## config.mk

```make
export PLATFORM = sky130hd
export DESIGN_NAME = mem_arbiter_flat
export DESIGN_NICKNAME = d
export VERILOG_FILES = /design/src/rtl/mem_arbiter_if.sv /design/src/rtl/mem_arbiter.sv /design/src/flat_wrapper.sv
export SDC_FILE = /design/constraint.sdc
export NUM_CORES = 1
export LEC_CHECK = 0
export CELL_PAD_IN_SITES_DETAIL_PLACEMENT = 1
export CELL_PAD_IN_SITES_GLOBAL_PLACEMENT = 2
export CORE_UTILIZATION = 25
export CTS_CLUSTER_DIAMETER = 80
export DETAILED_ROUTE_END_ITERATION = 6
export PLACE_DENSITY = 0.87
export SKIP_LAST_GASP = 1
export SLEW_MARGIN = 5
export SYNTH_ARGS = -nofsm -noshare
export SYNTH_HDL_FRONTEND = slang
export SYNTH_SLANG_ARGS = --single-unit
export TNS_END_PERCENT = 1
```

## constraint.sdc

```tcl
create_clock -name CLK -period 2.7 [get_ports CLK]
set_clock_uncertainty 0.2 [all_clocks]
set_input_delay 0.27 -clock CLK [delete_from_list [all_inputs] [get_ports CLK]]
set_output_delay 0.27 -clock CLK [all_outputs]
set_load 0.05 [all_outputs]
```

## src/rtl/mem_arbiter_if.sv

```systemverilog
// rtl/mem_arbiter_if.sv - CPU data/fetch and RAM side bus bundle for mem_arbiter
interface mem_arbiter_if;
    logic        dREN;
    logic        dWEN;
    logic [31:0] daddr;
    logic [31:0] dstore;
    logic        dwait;
    logic [31:0] dload;

    logic        iREN;
    logic [31:0] iaddr;
    logic        iwait;
    logic [31:0] iload;

    logic        ramREN;
    logic        ramWEN;
    logic [31:0] ramaddr;
    logic [31:0] ramstore;
    logic [31:0] ramload;
    logic [1:0]  ramstate;

    // slave: the arbiter's own view of the bus
    modport slave (
        input  dREN, dWEN, daddr, dstore, iREN, iaddr, ramload, ramstate,
        output dwait, dload, iwait, iload, ramREN, ramWEN, ramaddr, ramstore
    );

    modport master (
        output dREN, dWEN, daddr, dstore, iREN, iaddr, ramload, ramstate,
        input  dwait, dload, iwait, iload, ramREN, ramWEN, ramaddr, ramstore
    );
endinterface

```

## src/rtl/mem_arbiter.sv

```systemverilog
// rtl/mem_arbiter.sv - single-port RAM arbiter between CPU data and fetch sides
module mem_arbiter (
    input  logic          CLK,
    input  logic          nRST,
    mem_arbiter_if.slave  bus,
    output logic          err
);
    typedef enum logic [2:0] {
        IDLE  = 3'd0,
        DREQ  = 3'd1,
        DDONE = 3'd2,
        IREQ  = 3'd3,
        IDONE = 3'd4
    } state_t;

    localparam logic [1:0]  RAM_ACCESS = 2'd2;
    localparam logic [1:0]  RAM_ERROR  = 2'd3;
    localparam logic [7:0]  COUNT_MAX  = 8'hFF;
    localparam logic [31:0] FAULT_WORD = 32'hBAD1BAD1;

    state_t      state, next_state;
    logic [31:0] addr_q;
    logic [31:0] store_q;
    logic        wr_q;
    logic        drop_q;
    logic [7:0]  count_q;
    logic [31:0] dload_q;
    logic [31:0] iload_q;
    logic        err_q;

    logic dreq_any;
    logic in_req;
    logic req_live;
    logic keep;
    logic xfer_done;
    logic xfer_fault;

    assign dreq_any   = bus.dREN | bus.dWEN;
    assign in_req     = (state == DREQ) || (state == IREQ);
    assign req_live   = (state == DREQ) ? dreq_any : bus.iREN;
    // once the requester lets go, the result is discarded even if it re-asserts
    assign keep       = req_live && !drop_q;
    assign xfer_done  = (bus.ramstate == RAM_ACCESS);
    assign xfer_fault = !xfer_done && ((bus.ramstate == RAM_ERROR) || (count_q == COUNT_MAX));

    always_ff @(posedge CLK or negedge nRST) begin
        if (!nRST) begin
            state <= IDLE;
        end else begin
            state <= next_state;
        end
    end

    always_comb begin
        next_state = state;
        case (state)
            IDLE: begin
                if (dreq_any) begin
                    next_state = DREQ;
                end else if (bus.iREN) begin
                    next_state = IREQ;
                end
            end
            DREQ: begin
                if (xfer_done || xfer_fault) begin
                    next_state = keep ? DDONE : IDLE;
                end
            end
            IREQ: begin
                if (xfer_done || xfer_fault) begin
                    next_state = keep ? IDONE : IDLE;
                end
            end
            DDONE:   next_state = IDLE;
            IDONE:   next_state = IDLE;
            default: next_state = IDLE;
        endcase
    end

    always_ff @(posedge CLK or negedge nRST) begin
        if (!nRST) begin
            addr_q  <= '0;
            store_q <= '0;
            wr_q    <= 1'b0;
            drop_q  <= 1'b0;
            count_q <= '0;
            dload_q <= '0;
            iload_q <= '0;
            err_q   <= 1'b0;
        end else if (state == IDLE) begin
            if (dreq_any) begin
                addr_q  <= bus.daddr;
                store_q <= bus.dstore;
                wr_q    <= bus.dWEN;
                drop_q  <= 1'b0;
                count_q <= '0;
                if (bus.dREN && bus.dWEN) begin
                    err_q <= 1'b1;
                end
            end else if (bus.iREN) begin
                addr_q  <= bus.iaddr;
                store_q <= '0;
                wr_q    <= 1'b0;
                drop_q  <= 1'b0;
                count_q <= '0;
            end
        end else if (in_req) begin
            if (!xfer_done && (count_q != COUNT_MAX)) begin
                count_q <= count_q + 8'd1;
            end
            if (!req_live) begin
                drop_q <= 1'b1;
            end
            if (xfer_done && keep) begin
                if (state == IREQ) begin
                    iload_q <= bus.ramload;
                end else if (!wr_q) begin
                    dload_q <= bus.ramload;
                end
            end
            if (xfer_fault) begin
                err_q <= 1'b1;
                if (keep) begin
                    if (state == IREQ) begin
                        iload_q <= FAULT_WORD;
                    end else begin
                        dload_q <= FAULT_WORD;
                    end
                end
            end
        end
    end

    // RAM strobes decode straight from state so an async reset drops them at once
    assign bus.ramREN   = ((state == DREQ) && !wr_q) || (state == IREQ);
    assign bus.ramWEN   = (state == DREQ) && wr_q;
    assign bus.ramaddr  = in_req ? addr_q : '0;
    assign bus.ramstore = (state == DREQ) ? store_q : '0;

    assign bus.dwait = dreq_any && (state != DDONE);
    assign bus.iwait = bus.iREN && (state != IDONE);
    assign bus.dload = dload_q;
    assign bus.iload = iload_q;
    assign err       = err_q;
endmodule

```

## src/flat_wrapper.sv

```systemverilog
// flat-port wrapper written by rule: the top's interface ports become plain ports
module mem_arbiter_flat 
  (CLK, nRST, err, bus_dREN, bus_dWEN, bus_daddr, bus_dstore, bus_iREN, bus_iaddr, bus_ramload, bus_ramstate, bus_dwait, bus_dload, bus_iwait, bus_iload, bus_ramREN, bus_ramWEN, bus_ramaddr, bus_ramstore);
  mem_arbiter_if bus_i ();
  input  logic CLK;
  input  logic nRST;
  output logic err;
  input wire logic [$bits(bus_i.dREN)-1:0] bus_dREN;
  input wire logic [$bits(bus_i.dWEN)-1:0] bus_dWEN;
  input wire logic [$bits(bus_i.daddr)-1:0] bus_daddr;
  input wire logic [$bits(bus_i.dstore)-1:0] bus_dstore;
  input wire logic [$bits(bus_i.iREN)-1:0] bus_iREN;
  input wire logic [$bits(bus_i.iaddr)-1:0] bus_iaddr;
  input wire logic [$bits(bus_i.ramload)-1:0] bus_ramload;
  input wire logic [$bits(bus_i.ramstate)-1:0] bus_ramstate;
  output wire logic [$bits(bus_i.dwait)-1:0] bus_dwait;
  output wire logic [$bits(bus_i.dload)-1:0] bus_dload;
  output wire logic [$bits(bus_i.iwait)-1:0] bus_iwait;
  output wire logic [$bits(bus_i.iload)-1:0] bus_iload;
  output wire logic [$bits(bus_i.ramREN)-1:0] bus_ramREN;
  output wire logic [$bits(bus_i.ramWEN)-1:0] bus_ramWEN;
  output wire logic [$bits(bus_i.ramaddr)-1:0] bus_ramaddr;
  output wire logic [$bits(bus_i.ramstore)-1:0] bus_ramstore;
  assign bus_i.dREN = bus_dREN;
  assign bus_i.dWEN = bus_dWEN;
  assign bus_i.daddr = bus_daddr;
  assign bus_i.dstore = bus_dstore;
  assign bus_i.iREN = bus_iREN;
  assign bus_i.iaddr = bus_iaddr;
  assign bus_i.ramload = bus_ramload;
  assign bus_i.ramstate = bus_ramstate;
  assign bus_dwait = bus_i.dwait;
  assign bus_dload = bus_i.dload;
  assign bus_iwait = bus_i.iwait;
  assign bus_iload = bus_i.iload;
  assign bus_ramREN = bus_i.ramREN;
  assign bus_ramWEN = bus_i.ramWEN;
  assign bus_ramaddr = bus_i.ramaddr;
  assign bus_ramstore = bus_i.ramstore;
  mem_arbiter u_core (.CLK(CLK), .nRST(nRST), .bus(bus_i), .err(err));
endmodule
```

==> results.json <==
{
  "ios": 268,
  "post-route-worst-setup-slack_ns": 0.3175,
  "final_max_slew_viol_count": 0,
  "tritoncts": "done",
  "cts.repair_timing.setup_buffer_count": 0,
  "reg2reg_depth": 5,
  "cts_buffer_depth": 2,
  "setup_viol": 0,
  "syn-instance-count": 634,
  "fmax_ghz": 0.4197,
  "start_util_pct": 25.58,
  "end_kind": "flop",
  "die-height_um": 160.2,
  "tns_ns": 0,
  "drt_wl_total_um": 21640,
  "critPathKind": "reg -> reg",
  "hold_viol": 0,
  "post-route-period-util_pct": 88.24,
  "worst_pin_slew_ns": 0.9982,
  "fillers": 2729,
  "grt-ovfl-total": 0,
  "critPathArrivalTime_ns": 2.53,
  "synth_edf_count": 0,
  "critPathLaunchType": "flop",
  "rows": 57,
  "synth_ff_type": "dfrtp_1",
  "ir_drop_mv": 0.7662,
  "worstSkewPairLatency_ns": 0.41,
  "critical_path.cell_chain": "ha_1, and4_1, a21oi_1, nor2_1, o22a_1",
  "die_w_um": 160.2,
  "maxCapViolations": 0,
  "yosysWarnings": 0,
  "r2r_start": "u_core.count_q[0]$_DFFE_PN0P_",
  "ant_nets": 0,
  "hold_class": "in -> async",
  "drive_gt1_share_pct": 14.24,
  "seq_area_frac_synth_pct": 56.78,
  "ys_types": 42,
  "grt_start_max_net_pins": 92,
  "crit_path_max_fanout": 12,
  "max_stage_delay_ns": 0.79,
  "status": "finished, final reports clean",
  "synth_area_per_cell_um2": 9.871,
  "power_density_mw_per_mm2": 1421,
  "r2r-end": "u_core.bus.iload[4]$_DFFE_PN0P_",
  "r2r_slack_ns": 0.32,
  "layout_common_cells": "clkdlybuf4s50_1 (198), dfrtp_1 (142), nand2_1 (141), a22o_1 (47), buf_12 (45)",
  "drc": 0,
  "fin_crit_ns": 2.383,
  "ys_top_cells_by_area": "dfrtp_1 (57%), nand2_1 (8.5%), a22o_1 (6.6%), a31oi_1 (3.4%), and3_1 (3.4%)",
  "routedWlPerCell_um": 17.59,
  "layout_commonest_cell": "clkdlybuf4s50_1",
  "cts-resized-gates": 0,
  "crit_family": "simple AND/OR/NAND/NOR gates",
  "synth_area_mm2": 0.006259,
  "antennaDiodeCount": 0,
  "drtIter0Drc": 247,
  "htree_num_levels": 4,
  "grtUsageTotal_pct": 17.23,
  "async_flop_share_pct": 100.0,
  "area.growth.synth_to_final_pct": 64.43,
  "fin_area_mm2": 0.01029,
  "grt_pass1_vias": 6053,
  "crit_buf_inv": 0,
  "utilization_pct": 42.07,
  "synth_top_cell_area_share_pct": 56.78,
  "post-place-ws_ns": 0.2816,
  "design.die.area_mm2": 0.02567,
  "nets": 1029,
  "hpwlAfterDp_um": 15470,
  "routabilityCongestion": 0.7684,
  "rsz0062_at_grt": "false",
  "portBuffers": 267,
  "synth_nets": 770,
  "synth_largest_area_cell": "dfrtp_1",
  "worstPathRequired_ns": 2.85,
  "placed_area_mm2": 0.009673,
  "cts_buffers": 17,
  "slew_headroom_pct": 33.21,
  "cts_root_buffer": "clkbuf_16",
  "antenna_found_initial": 0,
  "vias": 5755,
  "first_pass_iters": 4,
  "p_leak_uw": 0.004498,
  "grt_pass1_wl_um": 34330,
  "design.core.area_mm2": 0.02446,
  "slowest_stage": "nor2_1",
  "viasPerCell": 4.679,
  "clk_pin_slew_ns": 0.07,
  "cts.sinks": 142,
  "synth-seq-cells": 142,
  "ctsHoldBuffers": 1
}
-- sequential cells by signal, summed over array words and instances, names as in the netlist --
| name | flops |
|---|---|
| u_core.state | 3 |
| u_core.bus.iload | 32 |
| u_core.drop_q | 1 |
| u_core.err | 1 |
| u_core.addr_q | 32 |
| u_core.bus.dload | 32 |
| u_core.store_q | 32 |
| u_core.count_q | 8 |
| u_core.wr_q | 1 |
-- worst register-to-register path, stage by stage, from the launching register on --
cell,delay [ns]
dfrtp_1,0.41
ha_1,0.25
and4_1,0.26
a21oi_1,0.15
nor2_1,0.79
o22a_1,0.27
-- worst max-delay path by stage --
stage / start / endpoint / cells past startpoint
2_1_floorplan: u_core.state[0]$_DFFE_PN0P_ / bus_ramaddr[10] / 5
3_3_place_gp: bus_iREN / u_core.bus.iload[7]$_DFFE_PN0P_ / 4
3_5_place_dp: bus_dWEN / u_core.bus.dload[15]$_DFFE_PN0P_ / 7
4_1_cts: u_core.count_q[0]$_DFFE_PN0P_ / u_core.bus.iload[27]$_DFFE_PN0P_ / 5
5_1_grt: u_core.count_q[0]$_DFFE_PN0P_ / u_core.bus.iload[4]$_DFFE_PN0P_ / 5
6_report: u_core.count_q[0]$_DFFE_PN0P_ / u_core.bus.iload[4]$_DFFE_PN0P_ / 5
-- layout make-up --
cell class / count / area (um^2) / area share, %
tap: 324 / 405.4 / 3.939
timing repair buffer: 288 / 3227 / 31.36
sequential: 142 / 3553 / 34.53
clock buffer: 18 / 439.2 / 4.267
inverter: 5 / 18.77 / 0.1824
clock inverter: 14 / 168.9 / 1.641
multi-input combinational: 439 / 2479 / 24.09
-- Yosys cell counts (all sizes together), types with 2 or more instances --
cell type	instances
buf	26
nand4	4
dfrtp	142
nand2b	5
nand2	141
and3	34
o22a	16
inv	5
and2	33
a31oi	34
nor3	6
o31ai	3
clkbuf	22
nor2	37
o21ai	5
nand3	29
a22o	47
nor2b	3
and4	3
and2b	2
mux2i	2
o211ai	4
a21oi	19
-- report_power, final --
part	internal, uW	total [uW]	switching [uW]
Sequential	3090	3640	553
Combinational	3270	8550	5280
Clock	1420	2440	1020
Total	7780	14600	6850
-- routing by layer --
metal  global-route usage, %  vias to the layer above  part of all wire [%]
li1                        -                     2739                     -
met1                   21.99                     2802                    44
met2                   27.47                      201                    47
met3                   6.104                       13                   7.7
met4                   4.719                        0                   1.2
met5                       0                        -                     0
-- kinds of logic after synthesis --
group           count (synthesis)  synth area share, %
simple gates                  302                22.77
flops                         142                56.78
compound gates                133                15.85
buf+inv                        53                3.899
mux                             3               0.4998
fa+ha+maj                       1               0.1999
-- metrics by stage --
stage	power [uW]	std cells	hold WS (ns)
floorplan	8821	634	-0.2256
global placement	12190	1197	0.03899
detailed placement	12320	1197	0.04045
CTS	14810	1230	0.1710
global route	15380	1230	0.1879
finish	14630	1230	0.1719
(Power assumes the default switching activity.)
